<file path="config.mk">
export PLATFORM = sky130hd
export DESIGN_NAME = sdr_read_capture
export DESIGN_NICKNAME = d
export VERILOG_FILES = /design/src/rtl/sdr_read_capture.sv
export SDC_FILE = /design/constraint.sdc
export NUM_CORES = 1
export LEC_CHECK = 0
export ABC_AREA = 1
export CORE_MARGIN = 4
export CORE_UTILIZATION = 45
export CTS_CLUSTER_DIAMETER = 200
export CTS_CLUSTER_SIZE = 12
export DETAILED_ROUTE_END_ITERATION = 8
export DONT_BUFFER_PORTS = 1
export SLEW_MARGIN = 25
export SYNTH_ARGS = -nofsm -noshare
export SYNTH_HDL_FRONTEND = slang
export SYNTH_SLANG_ARGS = --single-unit
</file>
<file path="constraint.sdc">
create_clock -name CLK -period 4 [get_ports CLK]
set_input_delay 0.6 -clock CLK [delete_from_list [all_inputs] [get_ports CLK]]
set_output_delay 0.6 -clock CLK [all_outputs]
set_load 0.005 [all_outputs]
</file>
<file path="src/rtl/sdr_read_capture.sv">
`default_nettype none
// sdr_read_capture: SDRAM read return path (CAS-latency command tracking, beat capture, FWFT read FIFO).
// Defining SDR_READ_CAPTURE_RLAST_EN adds the RLAST output and stores a last-beat bit with every FIFO entry.
module sdr_read_capture #(
  parameter int DSIZE      = 32,
  parameter int FIFO_DEPTH = 8,
  parameter int CL_MAX     = 3
) (
  input  logic                          CLK,
  input  logic                          RESET_N,
  input  logic                          RD_CMD,
  input  logic [1:0]                    RD_BL,
  input  logic [1:0]                    CAS_LAT,
  input  logic [DSIZE-1:0]              DQIN,
  input  logic                          OVF_CLR,
  output logic [DSIZE-1:0]              RDATA,
  output logic                          RVALID,
  input  logic                          RREADY,
  output logic [$clog2(FIFO_DEPTH):0]   FIFO_LEVEL,
  output logic                          BUSY,
  output logic                          OVERFLOW
`ifdef SDR_READ_CAPTURE_RLAST_EN
  ,
  output logic                          RLAST
`endif
);

  localparam int AW = $clog2(FIFO_DEPTH);
`ifdef SDR_READ_CAPTURE_RLAST_EN
  localparam int EW = DSIZE + 1;
`else
  localparam int EW = DSIZE;
`endif

  typedef enum logic [0:0] {
    IDLE  = 1'b0,
    BURST = 1'b1
  } state_t;

  // ---------------- command tracking pipeline ----------------
  logic [CL_MAX-1:0] pipe_vld;
  logic [1:0]        pipe_bl [CL_MAX];
  int                cl;
  logic              emerge;
  logic [1:0]        emerge_bl;
  logic              busy_pipe;

  always_ff @(posedge CLK or negedge RESET_N) begin
    if (!RESET_N) begin
      pipe_vld <= '0;
      for (int i = 0; i < CL_MAX; i++) begin
        pipe_bl[i] <= 2'd0;
      end
    end else begin
      pipe_vld <= {pipe_vld[CL_MAX-2:0], RD_CMD};
      pipe_bl[0] <= RD_BL;
      for (int i = 1; i < CL_MAX; i++) begin
        pipe_bl[i] <= pipe_bl[i-1];
      end
    end
  end

  // Entry sampled at edge T sits in stage cl-1 just before edge T+cl.
  always_comb begin
    cl        = (CAS_LAT == 2'd3 && CL_MAX >= 3) ? 3 : 2;
    emerge    = 1'b0;
    emerge_bl = 2'd0;
    busy_pipe = 1'b0;
    for (int i = 0; i < CL_MAX; i++) begin
      if (i < cl) begin
        busy_pipe = busy_pipe | pipe_vld[i];
      end
      if (i == cl - 1) begin
        emerge    = pipe_vld[i];
        emerge_bl = pipe_bl[i];
      end
    end
  end

  // ---------------- burst counter FSM ----------------
  state_t     state, state_nxt;
  logic [2:0] cnt, cnt_nxt;   // beats still to sample after the current one
  logic       sample;

  always_ff @(posedge CLK or negedge RESET_N) begin
    if (!RESET_N) begin
      state <= IDLE;
      cnt   <= 3'd0;
    end else begin
      state <= state_nxt;
      cnt   <= cnt_nxt;
    end
  end

  always_comb begin
    state_nxt = state;
    cnt_nxt   = cnt;
    sample    = 1'b0;
    if (emerge) begin
      // A new burst always wins, truncating any burst in progress.
      sample    = 1'b1;
      cnt_nxt   = (3'd1 << emerge_bl) - 3'd1;
      state_nxt = (cnt_nxt == 3'd0) ? IDLE : BURST;
    end else if (state == BURST) begin
      sample    = 1'b1;
      cnt_nxt   = cnt - 3'd1;
      state_nxt = (cnt_nxt == 3'd0) ? IDLE : BURST;
    end
  end

  // ---------------- capture register ----------------
  logic             cap_vld;
  logic [DSIZE-1:0] cap_data;
  logic [EW-1:0]    push_word;

  always_ff @(posedge CLK or negedge RESET_N) begin
    if (!RESET_N) begin
      cap_vld  <= 1'b0;
      cap_data <= '0;
    end else begin
      cap_vld <= sample;
      if (sample) begin
        cap_data <= DQIN;
      end
    end
  end

`ifdef SDR_READ_CAPTURE_RLAST_EN
  logic cap_last;
  logic sample_last;

  assign sample_last = (cnt_nxt == 3'd0);

  always_ff @(posedge CLK or negedge RESET_N) begin
    if (!RESET_N) begin
      cap_last <= 1'b0;
    end else if (sample) begin
      cap_last <= sample_last;
    end
  end

  // A reload arriving as the capture register is pushed marks that word as the last one kept.
  assign push_word = {cap_last | emerge, cap_data};
`else
  assign push_word = cap_data;
`endif

  // ---------------- FWFT FIFO ----------------
  logic [EW-1:0] mem [FIFO_DEPTH];
  logic [AW:0]   wr_ptr, rd_ptr;
  logic          empty, full, pop, push, drop;
  logic [EW-1:0] head;

  assign empty = (wr_ptr == rd_ptr);
  assign full  = (wr_ptr[AW-1:0] == rd_ptr[AW-1:0]) && (wr_ptr[AW] != rd_ptr[AW]);
  assign pop   = !empty && RREADY;
  assign push  = cap_vld && (!full || pop);
  assign drop  = cap_vld && full && !pop;

  always_ff @(posedge CLK) begin
    if (push) begin
      mem[wr_ptr[AW-1:0]] <= push_word;
    end
  end

  always_ff @(posedge CLK or negedge RESET_N) begin
    if (!RESET_N) begin
      wr_ptr   <= '0;
      rd_ptr   <= '0;
      OVERFLOW <= 1'b0;
    end else begin
      if (push) begin
        wr_ptr <= wr_ptr + 1'b1;
      end
      if (pop) begin
        rd_ptr <= rd_ptr + 1'b1;
      end
      if (drop) begin
        OVERFLOW <= 1'b1;
      end else if (OVF_CLR) begin
        OVERFLOW <= 1'b0;
      end
    end
  end

  assign head       = mem[rd_ptr[AW-1:0]];
  assign RVALID     = !empty;
  assign RDATA      = empty ? '0 : head[DSIZE-1:0];
  assign FIFO_LEVEL = wr_ptr - rd_ptr;
  assign BUSY       = busy_pipe || (state == BURST) || cap_vld;

`ifdef SDR_READ_CAPTURE_RLAST_EN
  assign RLAST = !empty && head[DSIZE];
`endif

endmodule
`default_nettype wire

</file>
==> impl_metrics.json <==
{
  "critPathLaunchType": "flop",
  "clkLatencyLatePin_ps": 540,
  "power.leakage_uw": 0.006659,
  "syn2layout_area_growth_pct": 9.344,
  "worst_slew_pin_slew_ps": 981.8,
  "drive_gt1_share_pct": 9.808,
  "core_area_um2": 29870,
  "synth.net_count": 1387,
  "synth_area_um2": 13710,
  "dieHeight_um": 182.6,
  "worstPathMaxFanout": 49,
  "num_vias": 8531,
  "worstPathArrival_ps": 3060,
  "cts_made_buffers": 29,
  "htree_num_levels": 1,
  "port_buffers": 0,
  "period_needed_ps": 3663,
  "dr.pass1.iters": 5,
  "ir_drop_v": 0.0004791,
  "synthArstFlopShare_pct": 17.68,
  "cts_sinks": 311,
  "holdWs_ps": 82.55,
  "die_w_um": 182.6,
  "antenna_found_initial": 1,
  "fmaxAchievable_ghz": 0.2730,
  "rows": 63,
  "synth_cell_types": 27,
  "drc_errors": 0,
  "n_antenna_cell": 0,
  "post_drt_via_cell_ratio": 4.886,
  "final_nets": 1384,
  "grt_pass1_vias": 8252,
  "ant_nets": 0,
  "endpoint_kind": "output port",
  "grt_pass1_wl_um": 46930,
  "hpwl_um": 16550,
  "clock-root-buffer": "clkbuf_16",
  "worstSetupPathType": "flop to output port",
  "drv_cap": 0,
  "final_area_um2": 14990,
  "synth_seq_cells": 311,
  "synth_ff_type": "edfxtp_1",
  "clkTransAtPathRegs_ps": 60,
  "finClkSkew_ps": 14.43,
  "status": "complete, no violations",
  "power.density_nw_per_um2": 730.6,
  "grt_setup_unrepaired": "no",
  "postSynthAreaPerCell_um2": 10.25,
  "setup_viol": 0,
  "routedWlPerCell_um": 17.08,
  "postLayoutCoreUtil_pct": 50.19,
  "slew_headroom_pct": 34.55,
  "grt_max_degree": 78,
  "die-area_um2": 33330,
  "setup-tns-final_ps": 0,
  "grt_overflow_total": 0,
  "track_usage_pct": 18.00,
  "synth_edf_count": 256,
  "cts_tree": "done",
  "ys_seq_area_share_pct": 66.10,
  "drt_first_iter_violations": 590,
  "yosysWarningCount": 0,
  "timing_hold_violations_final": 0,
  "syn-instance-count": 1338,
  "post-route-period-util_pct": 91.57,
  "required_ps": 3400,
  "gp_congestion": 0.7700,
  "io_pins": 80,
  "drv_slew": 0,
  "hold_path_class": "primary input to flop",
  "start_util_pct": 45.90,
  "cts_buffer_depth": 3,
  "wl_um": 29830,
  "post_dp_cell_area_um2": 14140
}
-- kinds of logic (layout without fill, tap and decap cells) --
group / count (synthesis) / after routing / synth area share, %
buffers and inverters: 244 / 262 / 7.747
AND/OR/NAND/NOR: 729 / 729 / 23.54
flip-flops: 311 / 311 / 66.10
XOR/XNOR: 5 / 5 / 0.3194
adder cells (fa/ha/maj): 8 / 8 / 0.7847
AO/OA/AOI/OAI: 41 / 41 / 1.506
-- cell type report --
class	count	area, µm²
well taps	390	488.0
repair buffers	26	280.3
flip-flops and latches	311	9069
clock buffers	52	812.0
fillers	2689	14880
inverters	184	698.2
multi-input cells	783	3646
-- cells in the mapped netlist, types with 3 or more instances --
| master | count | area share (%) |
|---|---|---|
| edfxtp_1 | 256 | 56 |
| buf_4 | 4 | 0.22 |
| nand3_1 | 116 | 4.2 |
| buf_6 | 5 | 0.41 |
| ha_1 | 7 | 0.64 |
| buf_12 | 3 | 0.44 |
| nor2_1 | 141 | 3.9 |
| buf_1 | 6 | 0.16 |
| o21ai_0 | 5 | 0.18 |
| dfrtp_1 | 55 | 10 |
| a21oi_1 | 35 | 1.3 |
| nand2_1 | 403 | 11 |
| buf_2 | 30 | 1.1 |
| nand2_4 | 31 | 2.5 |
| nand2_2 | 33 | 1.5 |
| inv_1 | 181 | 5.0 |
| xnor2_1 | 3 | 0.19 |
| clkbuf_1 | 12 | 0.33 |
-- stage by stage --
stage,setup WS [ps],cells,total power [µW]
final,337.3,1746,10950
after global routing,132.3,1746,11770
after CTS,239.9,1746,11100
after detailed placement,828.4,1692,8614
after global placement,903.6,1692,8539
after floorplan,654.5,1338,7418
-- power breakdown --
part | internal [µW] | switching [µW] | total, µW | leakage [µW]
clock network | 1350 | 1110 | 2460 | 0.000385
logic | 1090 | 2660 | 3750 | 0.00327
registers | 4360 | 384 | 4740 | 0.00301
total | 6800 | 4150 | 11000 | 0.00666
-- worst max-delay path, stage by stage (launching register included) --
cell     delay, ps
dfrtp_4        690
ha_1           370
inv_1           70
nor2_1         170
nand3_2        590
buf_4          450
buf_4          150
-- flip-flops by register name (all words and copies together) (netlist names) --
register	flops
cap_vld	1
cnt	3
cap_data	32
pipe_bl	6
state	1
pipe_vld	3
rd_ptr	4
OVERFLOW	1
wr_ptr	4
mem	256
-- worst paths after layout --
check                                 startpoint                       end  slack [ps]  depth (start not counted)
max                        rd_ptr[0]$_DFFE_PN0P_                    RVALID         340                          6
min                                     RD_BL[0]      pipe_bl[4]$_DFF_PN0_          80                          0
max reg2reg                rd_ptr[0]$_DFFE_PN0P_      mem[6][12]$_DFFE_PP_        1190                          7
min reg2reg                 pipe_bl[4]$_DFF_PN0_      pipe_bl[2]$_DFF_PN0_         350                          0
max in group asynchronous                RESET_N     rd_ptr[0]$_DFFE_PN0P_        3110                          2
min in group asynchronous                RESET_N  cap_data[25]$_DFFE_PN0P_         580                          2
-- what timing repair did --
item | 4_1_cts | 5_1_grt
setup buffers | 0 | 0
hold buffers | 2 | 0
resized for setup | 0 | 0
endpoints found under the hold margin | 55 | 0
-- layer usage --
metal,global-route usage (%),up-vias,wire length (µm)
li1,-,4237,-
met1,25.29,4084,13490
met2,29.57,167,14180
met3,2.810,43,1485
met4,4.503,0,670
met5,0,-,0
-- placed cells by master (no fill, tap or decap), drive strengths merged, types with 2 or more instances in the layout --
master    n
nand4     2
xor2      2
nand2   468
ha        7
nand3   117
nor2    141
xnor2     3
dfrtp    55
clkbuf   52
edfxtp  256
buf      25
a21oi    35
o21ai     5
inv     184
Power figures use the tool's default switching activity.
